File: src/rtl/mem_copy_dma_if.sv
// rtl/mem_copy_dma_if.sv - tiny16 word-memory port: MAR latch, write strobe, combinational read
//
// Signals:
//   mem_addr_en  initiator -> memory  load MAR from mem_addr at the edge
//   mem_addr     initiator -> memory  address to latch (16 bits)
//   mem_in_en    initiator -> memory  write mem_in to mem[MAR] at the edge
//   mem_in       initiator -> memory  write data (16 bits)
//   mem_out_en   initiator -> memory  read strobe, informational only
//   mem_out      memory -> initiator  combinational mem[MAR] (16 bits)
// Modports: master = initiator (DMA / CPU), slave = memory.
interface mem_copy_dma_if;
    logic        mem_addr_en;
    logic [15:0] mem_addr;
    logic        mem_in_en;
    logic [15:0] mem_in;
    logic        mem_out_en;
    logic [15:0] mem_out;

    modport master (
        output mem_addr_en,
        output mem_addr,
        output mem_in_en,
        output mem_in,
        output mem_out_en,
        input  mem_out
    );

    modport slave (
        input  mem_addr_en,
        input  mem_addr,
        input  mem_in_en,
        input  mem_in,
        input  mem_out_en,
        output mem_out
    );
endinterface

File: src/rtl/mem_copy_dma.sv
// rtl/mem_copy_dma.sv - block-copy engine driving the tiny16 word-memory port
//
// Parameters:
//   MEM_SIZE  words in the attached memory, bound for the range check
// Ports:
//   clk, rst         clock (rising edge), asynchronous active-low reset
//   start            copy request, sampled only in IDLE together with src/dst/len
//   src, dst, len    first source address, first destination address, word count
//   abort            end the transfer at the next edge (RA/RD/WR only)
//   busy             high from the cycle after an accepted start until DONE exits
//   done             one-cycle pulse at the end of every accepted request
//   err              range error on the last request, held until the next start
//   count            words written in the current or last request
//   mem              memory port (master side), see mem_copy_dma_if
module mem_copy_dma #(
    parameter int MEM_SIZE = 256
) (
    input  logic        clk,
    input  logic        rst,
    input  logic        start,
    input  logic [15:0] src,
    input  logic [15:0] dst,
    input  logic [15:0] len,
    input  logic        abort,
    output logic        busy,
    output logic        done,
    output logic        err,
    output logic [15:0] count,
    mem_copy_dma_if.master mem
);

    typedef enum logic [2:0] {
        IDLE,
        RA,
        RD,
        WR,
        DONE
    } state_t;

    localparam logic [16:0] LIMIT = 17'(MEM_SIZE);

    state_t      state;
    logic [15:0] src_reg;
    logic [15:0] dst_reg;
    logic [15:0] len_reg;

    // Registered memory-port outputs; each is loaded on the edge entering
    // the state that owns it, so the port is a clean Moore decode.
    logic        addr_en_q;
    logic [15:0] addr_q;
    logic        in_en_q;
    logic [15:0] in_q;      // doubles as the data register captured in RD
    logic        out_en_q;

    logic [16:0] src_end;
    logic [16:0] dst_end;
    logic        range_bad;
    logic [15:0] count_next;

    // 17-bit sums so an end address of exactly 0x10000 is still caught.
    assign src_end    = {1'b0, src} + {1'b0, len};
    assign dst_end    = {1'b0, dst} + {1'b0, len};
    assign range_bad  = (src_end > LIMIT) || (dst_end > LIMIT);
    assign count_next = count + 16'd1;

    assign mem.mem_addr_en = addr_en_q;
    assign mem.mem_addr    = addr_q;
    assign mem.mem_in_en   = in_en_q;
    assign mem.mem_in      = in_q;
    assign mem.mem_out_en  = out_en_q;

    always_ff @(posedge clk or negedge rst) begin
        if (!rst) begin
            state     <= IDLE;
            src_reg   <= '0;
            dst_reg   <= '0;
            len_reg   <= '0;
            busy      <= 1'b0;
            done      <= 1'b0;
            err       <= 1'b0;
            count     <= '0;
            addr_en_q <= 1'b0;
            addr_q    <= '0;
            in_en_q   <= 1'b0;
            in_q      <= '0;
            out_en_q  <= 1'b0;
        end else begin
            // Port outputs and done fall back to 0 unless the next state sets them.
            addr_en_q <= 1'b0;
            addr_q    <= '0;
            in_en_q   <= 1'b0;
            in_q      <= '0;
            out_en_q  <= 1'b0;
            done      <= 1'b0;

            case (state)
                IDLE: begin
                    if (start) begin
                        src_reg <= src;
                        dst_reg <= dst;
                        len_reg <= len;
                        count   <= '0;
                        err     <= range_bad;
                        busy    <= 1'b1;
                        if (range_bad || (len == 16'd0)) begin
                            state <= DONE;
                            done  <= 1'b1;
                        end else begin
                            state     <= RA;
                            addr_en_q <= 1'b1;
                            addr_q    <= src;
                        end
                    end
                end

                RA: begin
                    if (abort) begin
                        state <= DONE;
                        done  <= 1'b1;
                    end else begin
                        state     <= RD;
                        addr_en_q <= 1'b1;
                        addr_q    <= dst_reg + count;
                        out_en_q  <= 1'b1;
                    end
                end

                RD: begin
                    // mem_out still reflects the source address here; the MAR
                    // only moves to the destination at this edge.
                    if (abort) begin
                        state <= DONE;
                        done  <= 1'b1;
                    end else begin
                        state   <= WR;
                        in_en_q <= 1'b1;
                        in_q    <= mem.mem_out;
                    end
                end

                WR: begin
                    // The write in this cycle always commits, abort or not.
                    count <= count_next;
                    if (abort || (count_next == len_reg)) begin
                        state <= DONE;
                        done  <= 1'b1;
                    end else begin
                        state     <= RA;
                        addr_en_q <= 1'b1;
                        addr_q    <= src_reg + count_next;
                    end
                end

                DONE: begin
                    state <= IDLE;
                    busy  <= 1'b0;
                end

                default: begin
                    state <= IDLE;
                    busy  <= 1'b0;
                end
            endcase
        end
    end

endmodule

File: src/flat_wrapper.sv
// flat-port wrapper written by rule: the top's interface ports become plain ports
module mem_copy_dma_flat 
#(
    parameter int MEM_SIZE = 256
)
  (clk, rst, start, src, dst, len, abort, busy, done, err, count, mem_mem_addr_en, mem_mem_addr, mem_mem_in_en, mem_mem_in, mem_mem_out_en, mem_mem_out);
  mem_copy_dma_if mem_i ();
  input  logic clk;
  input  logic rst;
  input  logic start;
  input  logic [15:0] src;
  input  logic [15:0] dst;
  input  logic [15:0] len;
  input  logic abort;
  output logic busy;
  output logic done;
  output logic err;
  output logic [15:0] count;
  output wire logic [$bits(mem_i.mem_addr_en)-1:0] mem_mem_addr_en;
  output wire logic [$bits(mem_i.mem_addr)-1:0] mem_mem_addr;
  output wire logic [$bits(mem_i.mem_in_en)-1:0] mem_mem_in_en;
  output wire logic [$bits(mem_i.mem_in)-1:0] mem_mem_in;
  output wire logic [$bits(mem_i.mem_out_en)-1:0] mem_mem_out_en;
  input wire logic [$bits(mem_i.mem_out)-1:0] mem_mem_out;
  assign mem_mem_addr_en = mem_i.mem_addr_en;
  assign mem_mem_addr = mem_i.mem_addr;
  assign mem_mem_in_en = mem_i.mem_in_en;
  assign mem_mem_in = mem_i.mem_in;
  assign mem_mem_out_en = mem_i.mem_out_en;
  assign mem_i.mem_out = mem_mem_out;
  mem_copy_dma #(.MEM_SIZE(MEM_SIZE)) u_core (.clk(clk), .rst(rst), .start(start), .src(src), .dst(dst), .len(len), .abort(abort), .busy(busy), .done(done), .err(err), .count(count), .mem(mem_i));
endmodule
File: config.mk
export PLATFORM = sky130hd
export DESIGN_NAME = mem_copy_dma_flat
export DESIGN_NICKNAME = d
export VERILOG_FILES = /design/src/rtl/mem_copy_dma_if.sv /design/src/rtl/mem_copy_dma.sv /design/src/flat_wrapper.sv
export SDC_FILE = /design/constraint.sdc
export NUM_CORES = 1
export LEC_CHECK = 0
export BUFFER_PORTS_ARGS = -buffer_cell sky130_fd_sc_hd__buf_2
export CORE_ASPECT_RATIO = 2
export CORE_MARGIN = 3
export CORE_UTILIZATION = 43
export CTS_BUF_LIST = sky130_fd_sc_hd__clkbuf_16
export CTS_CLUSTER_DIAMETER = 200
export CTS_CLUSTER_SIZE = 24
export DETAILED_ROUTE_END_ITERATION = 8
export SLEW_MARGIN = 40
export SYNTH_ARGS = -nofsm -noshare
export SYNTH_HDL_FRONTEND = slang
export SYNTH_SLANG_ARGS = --single-unit
File: constraint.sdc
create_clock -name clk -period 8.66 [get_ports clk]
set_input_delay 1.732 -clock clk [delete_from_list [all_inputs] [get_ports clk]]
set_output_delay 1.732 -clock clk [all_outputs]
set_load 0.01 [all_outputs]
---- After elaboration in Yosys (flattened, before gate mapping) ----
Index checks and enable logic that the tools add are counted.
operators by class
  add/subtract/negate cells ............... 5
  magnitude comparators ................... 2
  equal/unequal tests ..................... 5
  mux-type cells .......................... 29
  bitwise operators ....................... 1
  reductions and logical operators ........ 11
operator list
  operator                                                        number
  2-to-1 mux 16 bit                                               7
  one-hot mux 16 bit (3 select lines)                             1
  adder 16 x 16 -> 17 bit                                         2
  greater-than comparator 17 x 9 -> 1 bit, second input constant  2
  adder 16 bit                                                    2
  one-hot mux 16 bit (2 select lines)                             1
  adder 16 x 1 -> 16 bit, second input constant                   1
  == test 16 bit                                                  1
  logical NOT 16 bit                                              1
  2-to-1 mux 3 bit                                                5
  one-hot mux 3 bit (4 select lines)                              1
  2-to-1 mux 1 bit                                                11
  == test 3 x 2 -> 1 bit, second input constant                   2
  one-hot mux 1 bit (3 select lines)                              2
  AND reduction 2 bit                                             3
  == test 3 x 1 -> 1 bit, second input constant                   1
  logical NOT 3 bit                                               1
  logical OR 1 bit                                                3
  OR reduction 3 bit                                              1
  inequality test 2 bit, second input constant                    1
  one-hot mux 1 bit (2 select lines)                              1
  nonzero test 2 bit                                              1
  OR reduction 2 bit                                              1
  inverter 1 bit                                                  1
word-level totals
  register bits after elaboration ......... 105
  bits of input ports ..................... 68
  word-level logic and storage cells ...... 66

---- Logic depth before layout (Yosys ltp) ----
  word-level depth ........................ 7
  depth in mapped cells ................... 13

---- Least setup slack after synthesis ----
Ideal clock, no wire load.
  kind .................................... input -> register
  start point ............................. in dst[0]
  end point ............................... reg u_core.addr_q[3], in the netlist u_core.mem.mem_addr[3]
  library setup time ...................... 0.083 ns
  arrival ................................. 4.044 ns
  required time ........................... 8.577 ns
  path slack .............................. 4.533 ns
  stages .................................. 11
  path buffers ............................ 1
  cell sequence ........................... ha_1 -> fa_1 -> a21oi_1 -> o21ai_0 -> a221oi_1 -> o221ai_1 -> o21ai_0 -> o2111a_1 -> nand4_2 -> buf_6 -> o21ai_0
on the way
  cells in the longest elaborated chain, start to end .. 7
ends and longest elaborated chain
  item                                     line                 source
  start: declaration                       flat_wrapper.sv:12   input logic [15:0] dst;
  adder 16 x 16 -> 17 bit                  mem_copy_dma.sv:62   assign dst_end = {1'b0, dst} + {1'b0, len};
  greater-than comparator 17 x 9 -> 1 bit  mem_copy_dma.sv:63   assign range_bad = (src_end > LIMIT) || (dst_end > LIMIT);
  logical OR 1 bit                         mem_copy_dma.sv:63
  logical OR 1 bit                         mem_copy_dma.sv:105  if (range_bad || (len == 16'd0)) begin
  2-to-1 mux 16 bit                        mem_copy_dma.sv:105
  2-to-1 mux 16 bit                        mem_copy_dma.sv:98   if (start) begin
  one-hot mux 16 bit (3 select lines)      mem_copy_dma.sv:96   case (state)
  end signal: assignment                   mem_copy_dma.sv:111  addr_q <= src;
  end signal: assignment                   mem_copy_dma.sv:123  addr_q <= dst_reg + count;
  end signal: assignment                   mem_copy_dma.sv:150  addr_q <= src_reg + count_next;
  end: declaration                         mem_copy_dma.sv:50   logic [15:0] addr_q;
No other way between the ends.
A chain may end at the register's enable or synchronous reset.

---- Final worst setup path ----
  start point ............................. in len[0]
  end point ............................... reg u_core.done
on the way
  cells in the longest elaborated chain, start to end .. 7
  elaborated cells between the ends (all ways) .. 10
  classes of those cells .................. add/sub (2); order compare (2); mux (3); reduce/logical (3)
ends and longest elaborated chain
  item                                               line                                    source
  start: declaration                                 flat_wrapper.sv:13                      input logic [15:0] len;
  adder 16 x 16 -> 17 bit, on equally long branches  mem_copy_dma.sv:61, mem_copy_dma.sv:62
  greater-than comparator 17 x 9 -> 1 bit            mem_copy_dma.sv:63
  logical OR 1 bit                                   mem_copy_dma.sv:63
  logical OR 1 bit *                                 mem_copy_dma.sv:105
  2-to-1 mux 1 bit *                                 mem_copy_dma.sv:105
  2-to-1 mux 1 bit *                                 mem_copy_dma.sv:98
  one-hot mux 1 bit (3 select lines) *               mem_copy_dma.sv:96
  end signal: assignment                             mem_copy_dma.sv:94                      done <= 1'b0;
  end signal: assignment                             mem_copy_dma.sv:107                     done <= 1'b1;
  end signal: assignment                             mem_copy_dma.sv:119                     done <= 1'b1;
  end: declaration                                   mem_copy_dma.sv:26                      output logic done,
Every way passes the cells marked *; elsewhere a longest branch is shown, timed or not.

==> impl_metrics.csv <==
group,metric,value,unit
grt,grt_start_max_net_pins,58,
grt,initial_antenna_violation_count,0,
worst_setup_path,cp_data_arrival_time,5.11,ns
grt,grt_remaining_overflow,0,
worst_setup_path,timing.critical_path.slowest_stage_cell,"nand4_2",
yosys,yosysTopAreaCell,"dfrtp_1",
power_and_ir_drop,switching_portion_of_total_power,0.298,
cells_and_area,drive_above_1_share,0.174,
detailed_routing,drt-vias-per-instance,5.80,
yosys,yosys_warnings,0,
power_and_ir_drop,power_per_cell_area,147,mW/mm^2
sta,slew_viol_final,0,
cells_and_area,filler_cell_count,1793,
worst_setup_path,worstSetupStartpointType,"primary input",
worst_setup_path,crit_chain,"buf_2 > ha_1 > fa_1 > a21oi_1 > o21ai_0 > a221oi_1 > o221ai_1 > o21ai_0 > o2111a_1 > nand4_2 > a21o_1",
yosys,postSynth.asyncResetShare,1.00,
grt,first_global_vias,7472,
power_and_ir_drop,p_sw,392,uW
floorplanning,dieHeight,196,um
power_and_ir_drop,p_seq_frac,0.415,
power_and_ir_drop,leakage_dissipation,0.00445,uW
cells_and_area,diodes_inserted,0,
yosys,yosys.cell_types.count,85,
run_status,run_status,"finished clean",
worst_setup_path,timing.critical_path.fanout_max,19,
sta,timing.final.crit_period,4.87,ns
yosys,synth_cells,909,
floorplanning,core.rowCount,69,
detailed_routing,detailedRoute.firstPassIterationCount,5,
worst_setup_path,timing.critical_path.buf_inv,1,
yosys,synth_edf_count,0,
yosys,synthTopCellsByArea,"dfrtp_1 (34%), ha_1 (10%), nand2_1 (9.2%), xnor2_1 (4.1%), o21ai_0 (3.9%)",
power_and_ir_drop,combinationalPowerShare,0.228,
sta,rsz_0062_raised_after_global_routing,"no",
sta,setup-tns-final,0,ns
power_and_ir_drop,worst_ir_drop_vdd,0.101,mV
clocking,post_cts.repair.setup_buffers,0,
detailed_routing,drc_errors,0,
yosys,synth_seq_area_share,0.338,
detailed_routing,antenna_left,0,
floorplanning,die_w,101,um
worst_setup_path,worst-path-stages,11,
worst_setup_path,worstRegToRegCells,12,
power_and_ir_drop,power.internal,921,uW
sta,final_hold_slack,0.486,ns
floorplanning,core_area,0.0178,sq mm
min_path,worstHoldPathType,"reg -> reg",
power_and_ir_drop,clockPowerShare,0.357,
worst_setup_path,worst-endpoint-required,8.90,ns
clocking,resize_count_post_cts,0,
floorplanning,dieArea,0.0198,sq mm
worst_setup_path,critical_path.top_delay_family,"compound AO/OA/AOI/OAI gates",
sta,worst_pin_slew,0.854,ns
floorplanning,start_util,0.437,
detailed_routing,wirelength,23.3,mm
clocking,cts.clk_slew.worst_paths,0.07,ns
yosys,postSynth.topFlopCell,"dfrtp_1",
cells_and_area,area_delta_synth_final,14.8,%
detailed_routing,vias,7194,
sta,fmaxAchievable,205,MHz
worst_setup_path,cp_common_cell,"o21ai_0",
sta,final.setup_skew,0.00745,ns
detailed_routing,route.detailed.wl_per_inst,18.8,um
clocking,ctsHoldBuffers,0,
worst_setup_path,criticalPathCategory,"in -> reg",
clocking,clock_tree.htree_level_count,3,
worst_setup_path,timing.critical_path.to_type,"flop",
yosys,post-synth-top-count-cell,"nand2_1",
run,cap_viol_max_count,0,
sta,max_slew_margin_vs_limit,0.426,
placement,place_congestion,0.923,
grt,all_layer_gr_usage,0.240,
placement,hpwl,18.6,mm
yosys,netlist_area,0.00777,sq mm
min_path,hold_depth,2,
yosys,syn_nets,1044,
clocking,clk_path_buf_depth,2,
yosys,yosysTopAreaCellShare,0.338,
detailed_routing,drt_iter0_markers,339,
sta,timing.final.crit_share,0.563,
worst_setup_path,worst_path_largest_cell_delay,0.56,ns
placement,numPortBuffers,121,
sta,timing.final.setup_violations,0,
yosys,synth_common_cells,"nand2_1 (190), dfrtp_1 (105), ha_1 (63)",
clocking,cts_tree,"built",
yosys,ys_ff_latch,105,
clocking,numCtsBuffers,9,
clocking,total_number_of_clock_tree_sinks,105,
grt,wire_length_of_the_first_global_routing_pass,37.5,mm
clocking,clock_latency,0.35,ns
floorplanning,design.portCount,122,
clocking,ctsRootBufferMaster,"clkbuf_16",
sta,final-hold-violation-count,0,
cells_and_area,num-nets-final,1157,
yosys,synthesis.area_per_instance,8.55,sq um
## per-stage QoR
step,area (sq um),setup slack [ns],instances,util,total power [uW]
5_1_grt,8920,3.59,1240,0.502,1380
3_3_place_gp,8570,3.60,1224,0.482,846
3_5_place_dp,8580,3.51,1224,0.483,850
2_1_floorplan,7770,4.53,909,-,752
4_1_cts,8920,3.88,1240,0.502,1320
6_report,8920,3.79,1240,0.502,1310
## area by class of cell
| cell class | count | area [sq um] | area share |
|---|---|---|---|
| clock buffer | 9 | 225 | 0.0252 |
| timing repair buffer | 126 | 646 | 0.0723 |
| clock inverter | 7 | 116 | 0.0130 |
| multi-input combinational | 745 | 4910 | 0.550 |
| inverter | 35 | 131 | 0.0147 |
| sequential | 105 | 2630 | 0.294 |
| tap | 213 | 267 | 0.0299 |
## worst reg2reg max path: stages, from the launching register on
cell and delay, ns:
dfrtp_1 0.51, ha_1 0.33, xnor2_1 0.37, inv_1 0.09, ha_1 0.33, nor2b_1 0.16, o31ai_1 0.39, a21oi_1 0.18
a41o_1 0.31, o41a_1 0.37, mux2i_1 0.15, o21ai_0 0.20, o211ai_1 0.11
## per-layer routing
metal  vias to the layer above  share of wire  GRT usage
met4                         0          0.055      0.136
met5                         -              0          0
met3                        67          0.043     0.0249
met2                       233           0.54      0.435
li1                       3486              -          -
met1                      3408           0.37      0.263
## final timing paths
| path | startpoint | end | slack, ns |
|---|---|---|---|
| hold / removal | u_core.src_reg[0]$_DFFE_PN0P_ | u_core.src_reg[0]$_DFFE_PN0P_ | 0.49 |
| hold reg to reg | u_core.src_reg[0]$_DFFE_PN0P_ | u_core.src_reg[0]$_DFFE_PN0P_ | 0.49 |
| setup reg to reg | u_core.count[0]$_DFFE_PN0P_ | u_core.mem.mem_addr[14]$_DFF_PN0_ | 5.01 |
| setup / recovery | len[0] | u_core.done$_DFF_PN0_ | 3.79 |
| min in group asynchronous | rst | u_core.mem.mem_out_en$_DFF_PN0_ | 1.38 |
| max in group asynchronous | rst | u_core.src_reg[13]$_DFFE_PN0P_ | 6.13 |
## placed cells by master (no fill, tap or decap), types with 10 or more instances in the layout
cell,count
nor2_1,50
a211oi_1,10
xnor2_1,36
xor2_1,19
nand2b_1,12
a21o_1,13
nand4_1,10
a21oi_1,45
ha_1,63
and2_1,19
nor3_1,20
nand3_1,21
a22oi_1,12
dfrtp_1,105
o21ai_0,60
inv_1,35
o211ai_1,11
nand2_1,190
buf_2,120
## power groups by stage
stage                     Clock, uW  Combinational [uW]  Sequential, uW
after floorplan                   0                 206             546
after global placement            0                 293             553
after detailed placement          0                 297             554
after CTS                       477                 298             544
after global routing            496                 335             548
final                           468                 299             545
## logic make-up (layout without fill, tap and decap cells)
family | Yosys count | in the layout | share of synthesized area
AND/OR/NAND/NOR | 387 | 387 | 0.249
AO/OA/AOI/OAI | 226 | 226 | 0.192
flip-flops | 105 | 105 | 0.338
adder cells (fa/ha/maj) | 67 | 67 | 0.112
buffers and inverters | 59 | 177 | 0.0341
XOR/XNOR | 56 | 56 | 0.0641
multiplexers | 9 | 9 | 0.0119
No activity file was read; power rests on OpenSTA's default activity.
